==> src/rtl/seq_gen_pkg.sv <==
// Shared types and helpers for the seq_gen sequence generator.
package seq_gen_pkg;

  typedef enum logic [1:0] {
    MODE_UP      = 2'b00,
    MODE_DOWN    = 2'b01,
    MODE_GRAY    = 2'b10,
    MODE_JOHNSON = 2'b11
  } mode_t;

  localparam int MAX_WIDTH = 16;

  function automatic logic [MAX_WIDTH-1:0] bin2gray(input logic [MAX_WIDTH-1:0] bin);
    return bin ^ (bin >> 1);
  endfunction

  // A legal Johnson code has at most one transition between adjacent bits.
  function automatic logic johnson_legal(input logic [MAX_WIDTH-1:0] code, input int width);
    int transitions;
    transitions = 0;
    for (int i = 0; i < MAX_WIDTH-1; i++) begin
      if ((i < width-1) && (code[i] != code[i+1])) transitions++;
    end
    return (transitions <= 1);
  endfunction

endpackage

==> src/rtl/seq_gen_tff.sv <==
// Single-bit T flip-flop with synchronous active-high reset.
module seq_tff (
  input  logic clk,
  input  logic reset,
  input  logic t,
  output logic q
);

  always_ff @(posedge clk) begin
    if (reset)  q <= 1'b0;
    else if (t) q <= ~q;
  end

endmodule

==> src/rtl/seq_gen.sv <==
// Mode-selectable sequence generator built from T flip-flops.
// Define SEQ_GEN_GRAY_EN to build the Gray output encoder for mode 10.
module seq_gen
  import seq_gen_pkg::*;
#(
  parameter int WIDTH     = 3,
  parameter int MAX_COUNT = 2**WIDTH-1
) (
  input  logic             clk,
  input  logic             reset,
  input  logic             en,
  input  logic [1:0]       mode,
  input  logic             load,
  input  logic [WIDTH-1:0] load_val,
  output logic [WIDTH-1:0] Q,
  output logic             tc
);

  localparam logic [WIDTH-1:0] MAX_VAL   = WIDTH'(MAX_COUNT);
  localparam logic [WIDTH-1:0] JOHN_TERM = {1'b1, {(WIDTH-1){1'b0}}};

  mode_t            modeSel;
  logic [WIDTH-1:0] st;
  logic [WIDTH-1:0] nextSt;
  logic [WIDTH-1:0] qNext;

  assign modeSel = mode_t'(mode);

  always_comb begin
    nextSt = st;
    tc     = 1'b0;
    if (load) begin
      if (modeSel == MODE_JOHNSON) nextSt = load_val;
      else                         nextSt = (load_val > MAX_VAL) ? MAX_VAL : load_val;
    end else if (en) begin
      case (modeSel)
        MODE_DOWN: begin
          if (st > MAX_VAL)     nextSt = '0;
          else if (st == '0)    nextSt = MAX_VAL;
          else                  nextSt = st - WIDTH'(1);
        end
        MODE_JOHNSON: begin
          if (johnson_legal(MAX_WIDTH'(st), WIDTH))
            nextSt = {st[WIDTH-2:0], ~st[WIDTH-1]};
          else
            nextSt = '0;
        end
        default: nextSt = (st >= MAX_VAL) ? '0 : st + WIDTH'(1);
      endcase
    end

    case (modeSel)
      MODE_DOWN:    tc = en && (st == '0);
      MODE_JOHNSON: tc = en && (st == JOHN_TERM);
      default:      tc = en && (st == MAX_VAL);
    endcase
  end

  // Output encoding is computed from the next state so Q never lags st.
  always_comb begin
    qNext = nextSt;
`ifdef SEQ_GEN_GRAY_EN
    if (modeSel == MODE_GRAY) qNext = WIDTH'(bin2gray(MAX_WIDTH'(nextSt)));
`endif
  end

  for (genvar i = 0; i < WIDTH; i++) begin : g_bit
    seq_tff u_tff (
      .clk   (clk),
      .reset (reset),
      .t     (st[i] ^ nextSt[i]),
      .q     (st[i])
    );
  end

  always_ff @(posedge clk) begin
    if (reset)          Q <= '0;
    else if (load || en) Q <= qNext;
  end

endmodule

==> config.mk <==
export PLATFORM = sky130hd
export DESIGN_NAME = seq_gen
export DESIGN_NICKNAME = d
export VERILOG_FILES = /design/src/rtl/seq_gen_pkg.sv /design/src/rtl/seq_gen_tff.sv /design/src/rtl/seq_gen.sv
export SDC_FILE = /design/constraint.sdc
export NUM_CORES = 1
export LEC_CHECK = 0
export ABC_CLOCK_PERIOD_IN_PS = 2250
export BUFFER_PORTS_ARGS = -buffer_cell sky130_fd_sc_hd__buf_4
export CORE_AREA = 2 2 39 41
export CTS_CLUSTER_SIZE = 28
export DETAILED_ROUTE_END_ITERATION = 6
export DIE_AREA = 0 0 41 43
export PLACE_DENSITY_LB_ADDON = 0.1
export SETUP_SLACK_MARGIN = 0.15
export SLEW_MARGIN = 20
export SYNTH_ARGS = -nofsm -noshare
export SYNTH_HDL_FRONTEND = slang
export SYNTH_SLANG_ARGS = --single-unit
==> constraint.sdc <==
create_clock -name clk -period 2.25 [get_ports clk]
set_input_delay 0.225 -clock clk [delete_from_list [all_inputs] [get_ports clk]]
set_output_delay 0.225 -clock clk [all_outputs]
set_load 0.01 [all_outputs]
; ---- Word-level counts from Yosys, hierarchy flattened
; Cells that the tools add are included.
[op_classes]
n_addsub = 3
n_lt_le_gt_ge = 4
n_eq_ne = 6
muxes = 18
bitwise_logic = 6
reduce_logical = 5
[ops]
columns = operator, count
row1 = 2-to-1 mux 32 bit, 7
row2 = "adder 32 x 2 -> 32 bit, second input constant", 1
row3 = "<= comparator 32 x 2 -> 1 bit, second input constant", 1
row4 = 2-to-1 mux 3 bit, 8
row5 = "== test 3 bit, second input constant", 2
row6 = "greater-than comparator 3 bit, second input constant", 2
row7 = case mux 3 bit (2 select lines), 1
row8 = "adder 3 x 1 -> 3 bit, second input constant", 1
row9 = ">= comparator 3 bit, second input constant", 1
row10 = logical AND 1 bit, 3
row11 = logical NOT 3 bit, 1
row12 = inverter 1 bit, 3
row13 = "subtractor 3 x 1 -> 3 bit, second input constant", 1
row14 = XOR 1 bit, 3
row15 = "== test 2 x 1 -> 1 bit, second input constant", 1
row16 = "== test 2 bit, second input constant", 1
row17 = != test 1 bit, 2
row18 = case mux 1 bit (2 select lines), 1
row19 = logical OR 1 bit, 1
row20 = 2-to-1 mux 1 bit, 1
[word_totals]
register_bits = 6
in_bits = 9

; ---- Longest topological paths before layout
[logic_depth]
word_depth = 16
mapped_depth = 6
mapped_depth_nobuf = 6

; ---- Hierarchy
; From an unflattened synthesis, not the netlist that was laid out.
[hier_totals]
hier_cells = 71
hier_area_um2 = 584.3
[by_module_without_submodules]
columns = module, n_inst, cells_each, area_each_um2, seq_area_each_um2
row1 = seq_gen, 1, 62, 486.7, 60.1
row2 = seq_tff, 3, 3, 32.5, 20.0

; ---- Worst setup path before layout
; OpenSTA, ideal clock, no wires.
[synth_timing]
kind = flip-flop to flip-flop
start = register g_bit[0].u_tff.q
end = register Q[2]
arrival_time_ns = 1.621
setup_slack_ns = 0.550
path_stages_with_launch = 7
path_buffers = 0
path_cell_list = dfxtp_1 > ha_1 > ha_1 > nor2b_1 > a221o_1 > a311o_1 > a211oi_2
[synth_between]
elab_chain_len = 15
[synth_rtl]
columns = element, line_no
row1 = from (decl), seq_gen_tff.sv:6  ; output logic q
row2 = from (signal assigned), seq_gen_tff.sv:11  ; else if (t) q <= ~q;
row3 = != test 1 bit, seq_gen_pkg.sv:22  ; if ((i < width-1) && (code[i] != code[i+1])) transitions++;
row4 = 2-to-1 mux 1 bit, seq_gen_pkg.sv:22
row5 = 2-to-1 mux 32 bit, seq_gen.sv:36  ; case (modeSel)
row6 = 2-to-1 mux 32 bit, seq_gen.sv:35  ; end else if (en) begin
row7 = 2-to-1 mux 32 bit, seq_gen.sv:32  ; if (load) begin
row8 = adder 32 x 2 -> 32 bit, seq_gen_pkg.sv:22
row9 = 2-to-1 mux 32 bit, seq_gen_pkg.sv:22
row10 = 2-to-1 mux 32 bit, seq_gen.sv:36
row11 = 2-to-1 mux 32 bit, seq_gen.sv:35
row12 = 2-to-1 mux 32 bit, seq_gen.sv:32
row13 = <= comparator 32 x 2 -> 1 bit, seq_gen_pkg.sv:24  ; return (transitions <= 1);
row14 = 2-to-1 mux 3 bit, seq_gen.sv:43  ; if (johnson_legal(MAX_WIDTH'(st), WIDTH))
row15 = case mux 3 bit (2 select lines) *, seq_gen.sv:36
row16 = 2-to-1 mux 3 bit *, seq_gen.sv:35
row17 = 2-to-1 mux 3 bit *, seq_gen.sv:32
row18 = to (signal assigned), seq_gen.sv:78  ; else if (load || en) Q <= qNext;
row19 = to (decl), seq_gen.sv:15  ; output logic [WIDTH-1:0] Q,
; Every way passes the cells marked *; elsewhere a longest branch is shown, timed or not. The select of a mux whose other input is x is not followed.
; A chain may end at the register's enable or synchronous reset.

; ---- Final worst setup path
; Ends and elaborated chain as after synthesis.

==> impl_metrics.yaml <==
cells_and_area:
  area_growth_pct: 24.94
  final_cell_area_um2: 601.8
  fill_cells: 143
  fin_nets: 89
  n_antenna_cell: 0
  drive_gt1_share_pct: 21.92
  layout.cells.non_filler: 89
clock_tree:
  ctsHoldBuffers: 0
  post_cts.repair.setup_buffers: 0
  clk_pin_slew_ns: 0.05
  cts_root_buf: "clkbuf_4"
  cts_max_path_buffers: 2
  insertion_delay_ns: 0.24
  cts_max_level: 1
  ctsResizeCount: 0
  cts_tree: "yes"
  clock-sinks: 6
  cts_made_buffers: 3
floorplan:
  io_pins: 13
  start_util_pct: 34.81
  core_mm2: 0.001384
  fp-row-count: 14
  die_h_um: 43
  die_x_um: 41
  dieArea_mm2: 0.001763
synth:
  yosys-top-cells-area: "dfxtp_1 25%, ha_1 13%, a21oi_1 9.4%"
  avgSynthCellArea_um2: 8.029
  synthArstFlopShare_pct: 0
  synth_area_um2: 481.7
  synth.top_cell.area_share_pct: 24.94
  synth_area_leader_cell: "dfxtp_1"
  netlist_top_cells_count: "9 x a21oi_1, 6 x dfxtp_1, 5 x ha_1, 5 x inv_1, 4 x nor3_1"
  synth-edff-count: 0
  synth_cell_types: 30
  synth.most_common_cell: "a21oi_1"
  syn_inst: 60
  seq_area_frac_synth_pct: 24.94
  ys_ff_latch: 6
  synth_warnings: 0
  synth_flop_cell: "dfxtp_1"
  synth_nets: 74
placement:
  place.gp.congestion: 0.7831
  hpwl_um: 886.7
  dp.cells: 86
  dpl_cell_area_um2: 579.3
  dpl_worst_slack_ns: 0.3745
  portBuffers: 12
routing:
  drtPass1Iterations: 5
  viasPerCell: 5.461
  drc: 0
  totalWireLength_um: 1128
  wl_per_cell_um: 12.67
  antenna_left: 0
  drt_iter0_markers: 10
  vias: 486
timing:
  timing.setup.tns_ns: 0
  fin_crit_ns: 1.900
  slew_headroom_pct: 80.50
  setup_viol: 0
  max_freq_mhz: 526.4
  whs_ns: 0.1773
  hold_viol: 0
  fin_ws_ns: 0.3501
  slew_viol_final: 0
  rsz0062_at_grt: "no"
  skew_ns: 0.002658
  worst_pin_slew_ns: 0.2920
  period_share_pct: 84.44
critical_path:
  start_kind: "flop"
  worst_path_most_repeated_cell: "ha_1"
  slowest_delay_ns: 0.44
  cp_slowest_cell: "dfxtp_1"
  r2r_start: "g_bit[0].u_tff.q$_SDFFE_PP0P_"
  crit_type: "reg -> reg"
  r2r_end: "Q[2]$_SDFFE_PP0P_"
  endpoint_kind: "flop"
  worstPathRequired_ns: 2.42
  path_max_fanout: 7
  arrival_ns: 2.07
  worstRegToRegCells: 6
  r2r_setup_slack_ns: 0.35
  crit_chain: "ha_1, ha_1, nor2b_1, a221o_1, a311o_1, a211oi_2"
worst_hold_path:
  hold_path.class: "in -> reg"
  whs_path_depth: 2
  min-delay-start: "reset"
  hold_end: "Q[2]$_SDFFE_PP0P_"
grt:
  grt_pass1_vias: 476
  grt_max_degree: 12
  grt_first_pass_wirelength_um: 2035
  grt_overflow: 0
  gr-usage-all-layers_pct: 16.92
  antenna_found_initial: 0
power_and_ir_drop:
  power.leakage_nw: 0.2737
  vdd_drop_max_uv: 273.5
  p_per_area_mw_per_mm2: 522.8
outcome:
  status: "finished clean"
flow_run:
  cap_violations: 0
[metrics by stage]
stage | power [W] | utilization, %
2_1_floorplan | 0.0001843 | -
3_3_place_gp | 0.0002197 | 41.86
3_5_place_dp | 0.0002174 | 41.86
4_1_cts | 0.0003211 | 43.49
5_1_grt | 0.0003394 | 43.49
6_report | 0.0003146 | 43.49
[worst max-delay path: cells and delay by family (launching register included)]
kind / cells / cell delay [ns]
AOI/OAI and AO/OA: 3 / 0.87
adders and majority gates: 2 / 0.41
DFF: 1 / 0.44
and+or+nand+nor: 1 / 0.10
[placed cells by master (no fill, tap or decap), drive strengths merged, types with 3 or more instances in the layout]
master	instances
inv	5
a21oi	9
nor3	4
buf	12
dfxtp	6
ha	5
clkbuf	3
nor2	3
[logic make-up after synthesis]
kind of cell,count (synthesis),synth area share (%)
buffers and inverters,7,6.494
DFF,6,24.94
adders and majority gates,5,12.99
AOI/OAI and AO/OA,26,37.92
xor gates and xnor gates,1,1.819
and+or+nand+nor,15,15.85
[layout make-up]
type	count	area (µm²)	share of cell area (%)
clock buffers	3	22.52	3.742
inverters	5	18.77	3.119
flip-flops and latches	6	120.1	19.96
multi-input cells	47	330.3	54.89
well taps	16	20.02	3.326
repair buffers	12	90.09	14.97
[flip-flops by register name (all words and copies together) (netlist names)]
signal         flops
Q                  3
g_bit.u_tff.q      3
[worst max path at each step]
stage                             startpoint           endpoint  slack, ns  cells past startpoint
2_1_floorplan  g_bit[0].u_tff.q$_SDFFE_PP0P_  Q[2]$_SDFFE_PP0P_       0.55                      6
3_3_place_gp   g_bit[0].u_tff.q$_SDFFE_PP0P_  Q[2]$_SDFFE_PP0P_       0.38                      6
3_5_place_dp   g_bit[0].u_tff.q$_SDFFE_PP0P_  Q[2]$_SDFFE_PP0P_       0.37                      6
4_1_cts        g_bit[0].u_tff.q$_SDFFE_PP0P_  Q[2]$_SDFFE_PP0P_       0.36                      6
5_1_grt        g_bit[0].u_tff.q$_SDFFE_PP0P_  Q[2]$_SDFFE_PP0P_       0.25                      6
6_report       g_bit[0].u_tff.q$_SDFFE_PP0P_  Q[2]$_SDFFE_PP0P_       0.35                      6
[report_power, final]
group          switching [W]  total (W)  leakage, nW  internal [W]
combinational      0.0000457  0.0000909        0.210     0.0000452
clock              0.0000384  0.0000987       0.0138     0.0000603
sequential        0.00000963   0.000125       0.0499      0.000115
total              0.0000937   0.000315        0.274      0.000221
[layer usage]
metal / wire length [µm] / share of wire [%] / vias up / GRT usage (%)
met3: 30 / 2.7 / 2 / 1.571
met5: 0 / 0 / - / 0
met2: 566 / 50 / 9 / 25.94
met4: 15 / 1.3 / 0 / 10.00
met1: 515 / 46 / 224 / 21.75
li1: - / - / 251 / -
Power figures use the tool's default switching activity.
